--- config.mk ---
export PLATFORM = sky130hd
export DESIGN_NAME = flipdot_frame_sched
export DESIGN_NICKNAME = d
export VERILOG_FILES = /design/src/rtl/flipdot_frame_sched.sv
export SDC_FILE = /design/constraint.sdc
export NUM_CORES = 2
export LEC_CHECK = 0
export ABC_AREA = 1
export ABC_CLOCK_PERIOD_IN_PS = 2300
export CAP_MARGIN = 20
export CORE_MARGIN = 2
export CORE_UTILIZATION = 45
export DETAILED_ROUTE_END_ITERATION = 12
export PLACE_DENSITY = 0.64
export SLEW_MARGIN = 25
export SYNTH_ARGS = -nofsm -noshare
export SYNTH_HDL_FRONTEND = slang
export SYNTH_SLANG_ARGS = --single-unit
export TNS_END_PERCENT = 100
--- constraint.sdc ---
create_clock -name i_clk -period 2.3 [get_ports i_clk]
set_clock_uncertainty 0.05 [all_clocks]
set_input_delay 0.46 -clock i_clk [delete_from_list [all_inputs] [get_ports i_clk]]
set_output_delay 0.46 -clock i_clk [all_outputs]
set_load 0.03 [all_outputs]
--- src/rtl/flipdot_frame_sched.sv ---
// Samples the centred capture window into a ping-pong binary dot frame and hands it to a flipdot sender.
// Build option: FLIPDOT_DROPCNT_EN enables the saturating dropped-frame counter on o_drop_cnt.
module flipdot_frame_sched #(
  parameter int DOT_COLS = 28,
  parameter int DOT_ROWS = 14,
  parameter int H_STEP   = 8,
  parameter int V_STEP   = 8,
  parameter int THRESH   = 128,
  localparam int RW      = $clog2(DOT_ROWS)
) (
  input  logic                i_clk,
  input  logic                i_rst,
  input  logic                i_vs,
  input  logic                i_de,
  input  logic                i_activ_c,
  input  logic [7:0]          i_pix_y,
  input  logic [RW-1:0]       i_rd_row,
  output logic [DOT_COLS-1:0] o_rd_data,
  output logic                o_frame_valid,
  input  logic                i_frame_done,
  output logic [7:0]          o_drop_cnt
);
  localparam int XW  = $clog2(H_STEP);
  localparam int YW  = $clog2(V_STEP);
  localparam int CW  = $clog2(DOT_COLS + 1);
  localparam int RCW = $clog2(DOT_ROWS + 1);
  localparam int CIW = $clog2(DOT_COLS);
  localparam logic [XW-1:0]  L_XS_SMP  = XW'(H_STEP / 2);
  localparam logic [XW-1:0]  L_XS_MAX  = XW'(H_STEP - 1);
  localparam logic [YW-1:0]  L_YS_SMP  = YW'(V_STEP / 2);
  localparam logic [YW-1:0]  L_YS_MAX  = YW'(V_STEP - 1);
  localparam logic [CW-1:0]  L_COL_END = CW'(DOT_COLS);
  localparam logic [RCW-1:0] L_ROW_END = RCW'(DOT_ROWS);
  localparam logic [RW:0]    L_RD_END  = (RW + 1)'(DOT_ROWS);
  localparam logic [7:0]     L_THRESH  = 8'(THRESH);

  typedef enum logic {SYNC, CAPTURE} state_t;

  state_t              r_state;
  logic                r_vs;
  logic                r_activ;
  logic                r_sel;     // write buffer index; the sender reads ~r_sel
  logic                r_valid;
  logic [XW-1:0]       r_xs;
  logic [YW-1:0]       r_ys;
  logic [CW-1:0]       r_col;
  logic [RCW-1:0]      r_row;
  logic [DOT_COLS-1:0] r_buf [2][DOT_ROWS];
  logic [DOT_COLS-1:0] r_rd_data;

  logic w_vs_rise;
  logic w_pix;
  logic w_line_end;
  logic w_sample;
  logic w_free;
  logic w_rd_ok;

  assign w_vs_rise  = i_vs & ~r_vs;
  assign w_pix      = i_activ_c & i_de;
  assign w_line_end = r_activ & ~i_activ_c;
  assign w_sample   = w_pix && (r_xs == L_XS_SMP) && (r_ys == L_YS_SMP) &&
                      (r_col < L_COL_END) && (r_row < L_ROW_END);
  // A release arriving with the frame boundary frees the read buffer for this commit.
  assign w_free     = ~r_valid | i_frame_done;
  assign w_rd_ok    = {1'b0, i_rd_row} < L_RD_END;

  always_ff @(posedge i_clk) begin
    if (i_rst) begin
      r_state   <= SYNC;
      r_vs      <= 1'b0;
      r_activ   <= 1'b0;
      r_sel     <= 1'b0;
      r_valid   <= 1'b0;
      r_xs      <= '0;
      r_ys      <= '0;
      r_col     <= '0;
      r_row     <= '0;
      r_rd_data <= '0;
      for (int r = 0; r < DOT_ROWS; r++) begin
        r_buf[0][r] <= '0;
        r_buf[1][r] <= '0;
      end
    end else begin
      r_vs      <= i_vs;
      r_activ   <= i_activ_c;
      r_rd_data <= w_rd_ok ? r_buf[~r_sel][i_rd_row] : '0;
      if (i_frame_done && r_valid) r_valid <= 1'b0;

      if (w_vs_rise) begin
        r_xs  <= '0;
        r_ys  <= '0;
        r_col <= '0;
        r_row <= '0;
        if (r_state == SYNC) begin
          r_state <= CAPTURE;
          for (int r = 0; r < DOT_ROWS; r++) r_buf[r_sel][r] <= '0;
        end else if (w_free) begin
          r_sel   <= ~r_sel;
          r_valid <= 1'b1;
          for (int r = 0; r < DOT_ROWS; r++) r_buf[~r_sel][r] <= '0;
        end else begin
          for (int r = 0; r < DOT_ROWS; r++) r_buf[r_sel][r] <= '0;
        end
      end else if (r_state == CAPTURE) begin
        if (w_sample)
          r_buf[r_sel][r_row[RW-1:0]][r_col[CIW-1:0]] <= (i_pix_y >= L_THRESH);
        if (w_pix) begin
          if (r_xs == L_XS_MAX) begin
            r_xs <= '0;
            if (r_col < L_COL_END) r_col <= r_col + 1'b1;
          end else begin
            r_xs <= r_xs + 1'b1;
          end
        end else if (w_line_end) begin
          r_xs  <= '0;
          r_col <= '0;
          if (r_ys == L_YS_MAX) begin
            r_ys <= '0;
            if (r_row < L_ROW_END) r_row <= r_row + 1'b1;
          end else begin
            r_ys <= r_ys + 1'b1;
          end
        end
      end
    end
  end

  assign o_rd_data     = r_rd_data;
  assign o_frame_valid = r_valid;

`ifdef FLIPDOT_DROPCNT_EN
  logic [7:0] r_drop_cnt;

  always_ff @(posedge i_clk) begin
    if (i_rst) begin
      r_drop_cnt <= '0;
    end else if ((r_state == CAPTURE) && w_vs_rise && !w_free && (r_drop_cnt != 8'hFF)) begin
      r_drop_cnt <= r_drop_cnt + 8'd1;
    end
  end

  assign o_drop_cnt = r_drop_cnt;
`else
  assign o_drop_cnt = 8'h00;
`endif

endmodule

## Yosys cells after proc, flatten, opt, wreduce, memory -nomap -nowiden

Memories as Yosys holds them, arrays and structs flattened.
Index checks and enable logic that the tools add are counted.

| word-level totals | value |
|---|---|
| output and inout port bits | 37 |
| memories | 1 |
| RAM bits | 784 |
| logic and storage cells | 917 |
| memory bits (read-only) | 0 |
| bits in latches | 0 |
| register bits | 48 |

| operators by class | value |
|---|---|
| eq/ne operators | 6 |
| div/mod/pow operators | 0 |
| add/subtract/negate cells | 4 |
| magnitude comparators | 9 |
| muxes and demuxes | 452 |
| bitwise operators | 418 |
| $mul | 0 |
| reduce and logical (&&, ||, !) cells | 17 |
| shift-type cells | 0 |

Memories:

| memory | words | bits a word | read ports | clocked after Yosys merged registers in | wr ports | RTL line | source |
|---|---|---|---|---|---|---|---|
| r_buf | 2 | 392 | 1 | 0 | 2 | 48 | `logic [DOT_COLS-1:0] r_buf [2][DOT_ROWS];` |

Operators by type and width:

| kind | number |
|---|---|
| 392-bit two-way mux | 5 |
| 392-bit OR reduction | 2 |
| 28-bit two-way mux | 17 |
| 1-bit two-way mux | 419 |
| 1-bit OR | 407 |
| 28-bit binary-select mux with 4-bit select | 1 |
| 28-bit demux with 4-bit select | 1 |
| 5-bit two-way mux | 4 |
| 3-bit equality test, second input constant | 4 |
| 3-bit two-way mux | 4 |
| 5-bit >= comparator, second input constant | 2 |
| 4-bit inverter with 5-bit output | 2 |
| 8-bit >= comparator, second input constant | 1 |
| 4-bit < comparator, second input constant | 2 |
| 1-bit logical AND | 7 |
| 3-bit by 1-bit adder with 3-bit output, second input constant | 2 |
| 5-bit by 6-bit < comparator with 1-bit output, second input constant | 1 |
| 1-bit inverter | 6 |
| 3-bit AND reduction | 2 |
| 5-bit by 1-bit adder with 5-bit output, second input constant | 1 |
| 1-bit demux with 5-bit select | 1 |
| 5-bit by 1-bit >= comparator with 1-bit output, second input constant | 1 |
| 5-bit by 1-bit < comparator with 1-bit output, second input constant | 1 |
| 5-bit < comparator, second input constant | 1 |
| 8 further kinds | 12 |

## Logic depth before layout (Yosys ltp)

| depth | value |
|---|---|
| depth in word-level cells | 14 |
| depth in mapped cells | 12 |
| gate-level depth less buffers | 11 |

## Least setup slack after synthesis

Ideal clock, no wire load.

| timing | value |
|---|---|
| kind | register to register |
| from | reg r_col[0] |
| to | mem r_buf[1][292] (netlist name) (enable) |
| path slack | 0.302 ns |
| required time | 1.957 ns |
| clock period less this slack | 1.998 ns |
| stages on the path, launching flop included | 10 |
| arrival | 1.655 ns |
| cell sequence | dfxtp_1 > inv_1 > ha_1 > clkinv_1 > nor2_2 > clkbuf_1 > nand4_1 > nand2_1 > nand2_1 > nand2_1 |

RTL lines:

| item | RTL line | source |
|---|---|---|
| start: declaration | 46 | `logic [CW-1:0] r_col;` |
| start signal: assignment | 110 | `if (r_col < L_COL_END) r_col <= r_col + 1'b1;` |
| end: declaration | 48 |  |

## Worst setup path after layout

| timing | value |
|---|---|
| from | reg r_valid (netlist: o_frame_valid) |
| to | out o_frame_valid |

RTL lines:

| item | RTL line | source |
|---|---|---|
| start: declaration | 43 | `logic r_valid;` |
| start signal: assignment | 73 | `r_valid <= 1'b0;` |
| start signal: assignment | 87 | `if (i_frame_done && r_valid) r_valid <= 1'b0;` |
| start signal: assignment | 99 | `r_valid <= 1'b1;` |
| end: declaration | 19 | `output logic o_frame_valid,` |

No word-level cell between the ends.

==> flow_metrics.tcl <==
set metrics [dict create \
    drt.antenna.violating_nets 0 \
    cellPowerDensity_nw_per_um2 837 \
    worstMarginPinSlew_ps 731 \
    clock_sink_count 832 \
    period_minus_slack_ps 2220 \
    number_of_global_route_vias_before_repair 48400 \
    critical-path-max-stage-delay_ps 670 \
    relSlewSlack 0.513 \
    numCtsBuffers 98 \
    final_min_period_over_clock_period 0.965 \
    floorplan.io_pins 55 \
    hold_path_depth 3 \
    worstSetupPathType "flop to primary output" \
    critical-path-slowest-cell "sky130_fd_sc_hd__clkdlybuf4s50_1" \
    maximum_number_of_pins_on_one_net_before_global_route_repair 112 \
    post-synth-top-area-fraction 0.450 \
    netlist_top_cells_count "3,144 x sky130_fd_sc_hd__nand2_1, 940 x sky130_fd_sc_hd__nor2_1, 880 x sky130_fd_sc_hd__nand3_1, 784 x sky130_fd_sc_hd__edfxtp_1, 424 x sky130_fd_sc_hd__inv_1" \
    tns_ps 0 \
    vias 51200 \
    synthesis.area_per_instance_sq_um 7.00 \
    worstRegToRegCells 11 \
    max_cap_violations 0 \
    synth_area_leader_cell "sky130_fd_sc_hd__edfxtp_1" \
    postCtsHoldBufs 0 \
    setup_violations 0 \
    hpwlAfterDp_microns 103000 \
    syn_to_final_growth_pct 15.5 \
    die_y_microns 345 \
    path_cells "clkdlybuf4s50_1" \
    worst_setup_path_end_kind "primary output" \
    post_synth_instance_area_sq_um 52400 \
    row_count 125 \
    result_of_the_run "completed" \
    critical_path_peak_fanout 2 \
    synthesis.yosys.warnings 0 \
    route.final.wire_length_microns 177000 \
    fin_nets 7321 \
    timing.critical_path.max_delay_family "buffers and inverters" \
    detail_route.vias_per_cell 5.76 \
    synth_cell_types 29 \
    synth_async_sr_flop_share 0 \
    regToRegStartpoint "r_xs[0]" \
    final_cells 8896 \
    drt_pass1_iterations 9 \
    tritoncts "built" \
    worst-r2r-setup-slack_ps 100 \
    floorplan.die_area_sq_um 119000 \
    layout-drive-gt1-share 0.0852 \
    cts_buffer_depth 3 \
    vdd_ir_drop_max_uv 682 \
    floorplan.die.width_microns 345 \
    maxSlewViolCount 0 \
    wl_per_cell_microns 19.9 \
    min_from "i_vs" \
    rr_endpoint "r_buf[1][119]" \
    min_delay_worst_endpoint "r_vs" \
    insertion_delay_ps 710 \
    synth_edf_count 784 \
    timing.critical_path.required_ps 1790 \
    max_freq_mhz 451 \
    start_kind "flop" \
    overflow 0 \
    clock_tree.root_cell "sky130_fd_sc_hd__clkbuf_16" \
    crit_arrival_ps 1710 \
    timing_hold_violations_final 0 \
    placed_cells_incl_taps 8707 \
    dr.first_iter.drc_count 6408 \
    cts_htree_levels 3 \
    postSynthCellCount 7478 \
    seq_area_frac_synth 0.468 \
    design.core.area_sq_um 116000 \
    synth.ff_latch_count 832 \
    grt_pass1_wl_microns 274000 \
    worstPathBufferInverterCount 1 \
    most_frequent_cell_after_synthesis "sky130_fd_sc_hd__nand2_1" \
    gp_congestion 0.860 \
    total_leakage_power_uw 0.0272 \
    hp-class "primary input to flop" \
    biggest_area_contributors_in_the_synthesized_netlist "sky130_fd_sc_hd__edfxtp_1 45%, sky130_fd_sc_hd__nand2_1 23%, sky130_fd_sc_hd__nand3_1 8.4%" \
    initial_core_util 0.453 \
    port_buffers 39 \
    gr-usage-all-layers 0.291 \
    ys_dominant_reg_cell "sky130_fd_sc_hd__edfxtp_1" \
    detail_route.drc_violations 0 \
    path_clk_slew_ps 60 \
    antenna_found_initial 1 \
]
-- report_power, final --
| group | internal, uW | leakage [uW] | total (uW) | switching [uW] |
|---|---|---|---|---|
| clock | 8980 | 0.00154 | 15600 | 6580 |
| combinational | 5110 | 0.0171 | 17000 | 11900 |
| sequential | 17800 | 0.00859 | 18100 | 326 |
-- placed cells by master (no fill, tap or decap), types with 4 or more instances in the layout --
master | synthesis | layout
sky130_fd_sc_hd__edfxtp_1 | 784 | 784
sky130_fd_sc_hd__clkbuf_8 | 0 | 7
sky130_fd_sc_hd__nor2_1 | 940 | 922
sky130_fd_sc_hd__nand4_1 | 396 | 396
sky130_fd_sc_hd__dfxtp_1 | 48 | 47
sky130_fd_sc_hd__nor2_8 | 9 | 9
sky130_fd_sc_hd__clkinv_2 | 0 | 24
sky130_fd_sc_hd__o21ai_0 | 6 | 6
sky130_fd_sc_hd__buf_12 | 0 | 207
sky130_fd_sc_hd__nor2_2 | 28 | 29
sky130_fd_sc_hd__ha_1 | 14 | 14
sky130_fd_sc_hd__inv_1 | 424 | 421
sky130_fd_sc_hd__nand3_1 | 880 | 880
sky130_fd_sc_hd__inv_6 | 0 | 4
sky130_fd_sc_hd__inv_2 | 9 | 8
sky130_fd_sc_hd__clkbuf_16 | 0 | 99
sky130_fd_sc_hd__nor2_4 | 8 | 25
sky130_fd_sc_hd__nand2_1 | 3144 | 3141
sky130_fd_sc_hd__a21oi_1 | 39 | 39
sky130_fd_sc_hd__clkinv_1 | 5 | 21
sky130_fd_sc_hd__buf_4 | 17 | 191
sky130_fd_sc_hd__bufinv_16 | 0 | 8
sky130_fd_sc_hd__clkbuf_1 | 413 | 21
sky130_fd_sc_hd__clkdlybuf4s50_1 | 0 | 34
sky130_fd_sc_hd__conb_1 | 1 | 8
-- per-layer routing --
metal	routed length [microns]	up-vias	global-route usage
met4	6410	0	0.114
li1	-	23700	-
met3	18500	438	0.0454
met1	68200	24200	0.375
met2	83800	2914	0.490
met5	0	-	0
-- flip-flops by register name, indices dropped and copies added, names as in the netlist --
signal         cells
r_xs               3
r_state            1
o_rd_data         28
r_vs               1
r_activ            1
r_col              5
r_row              4
r_ys               3
r_buf            784
r_sel              1
o_frame_valid      1
-- final cells by class --
class                           count  area (sq um)
Antenna cell                        1          2.50
Tap cell                         1524          1910
Fill cell                       10900         55200
Timing Repair Buffer              438          5980
Inverter                          438          1680
Sequential cell                   832         24500
Clock inverter                     55           472
Clock buffer                      127          2650
Multi-Input combinational cell   5481         23300
-- how the worst max path moves through the flow --
stage / start / endpoint / slack, ps / cells past startpoint
final: o_frame_valid / o_frame_valid / 80 / 1
after global routing: r_xs[0] / r_buf[0][333] / -10 / 12
after CTS: o_rd_data[11] / o_rd_data[11] / 20 / 1
after detailed placement: i_activ_c / r_buf[0][157] / -470 / 11
after global placement: i_rst / r_buf[0][125] / -410 / 9
after floorplan: r_col[0] / r_buf[1][292] / 300 / 9
-- through the flow --
stage	util	hold slack, ps	worst slack (ps)	power (uW)	area (sq um)
floorplan	-	413	302	28900	52400
global placement	0.495	428	-409	35000	57300
detailed placement	0.495	432	-472	35200	57300
CTS	0.522	377	17.2	50600	60400
global route	0.523	399	-12.0	52900	60500
finish	0.523	401	80.6	50600	60500
-- logic make-up (layout without fill, tap and decap cells) --
| family | after synthesis | after routing | synth area share |
|---|---|---|---|
| AOI/OAI and AO/OA | 48 | 48 | 0.00471 |
| adders and majority gates | 14 | 14 | 0.00334 |
| buffers and inverters | 1172 | 1058 | 0.0907 |
| DFF | 832 | 832 | 0.468 |
| other | 1 | 9 | 0.0000716 |
| and+or+nand+nor | 5411 | 5411 | 0.433 |
-- timing repair --
| action | 4_1_cts | 5_1_grt |
|---|---|---|
| pin swaps | 0 | 3 |
| setup buffers | 0 | 6 |
| endpoints found under the setup margin | 2 | 241 |
| resized for setup | 2 | 6 |
(Power assumes the default switching activity.)
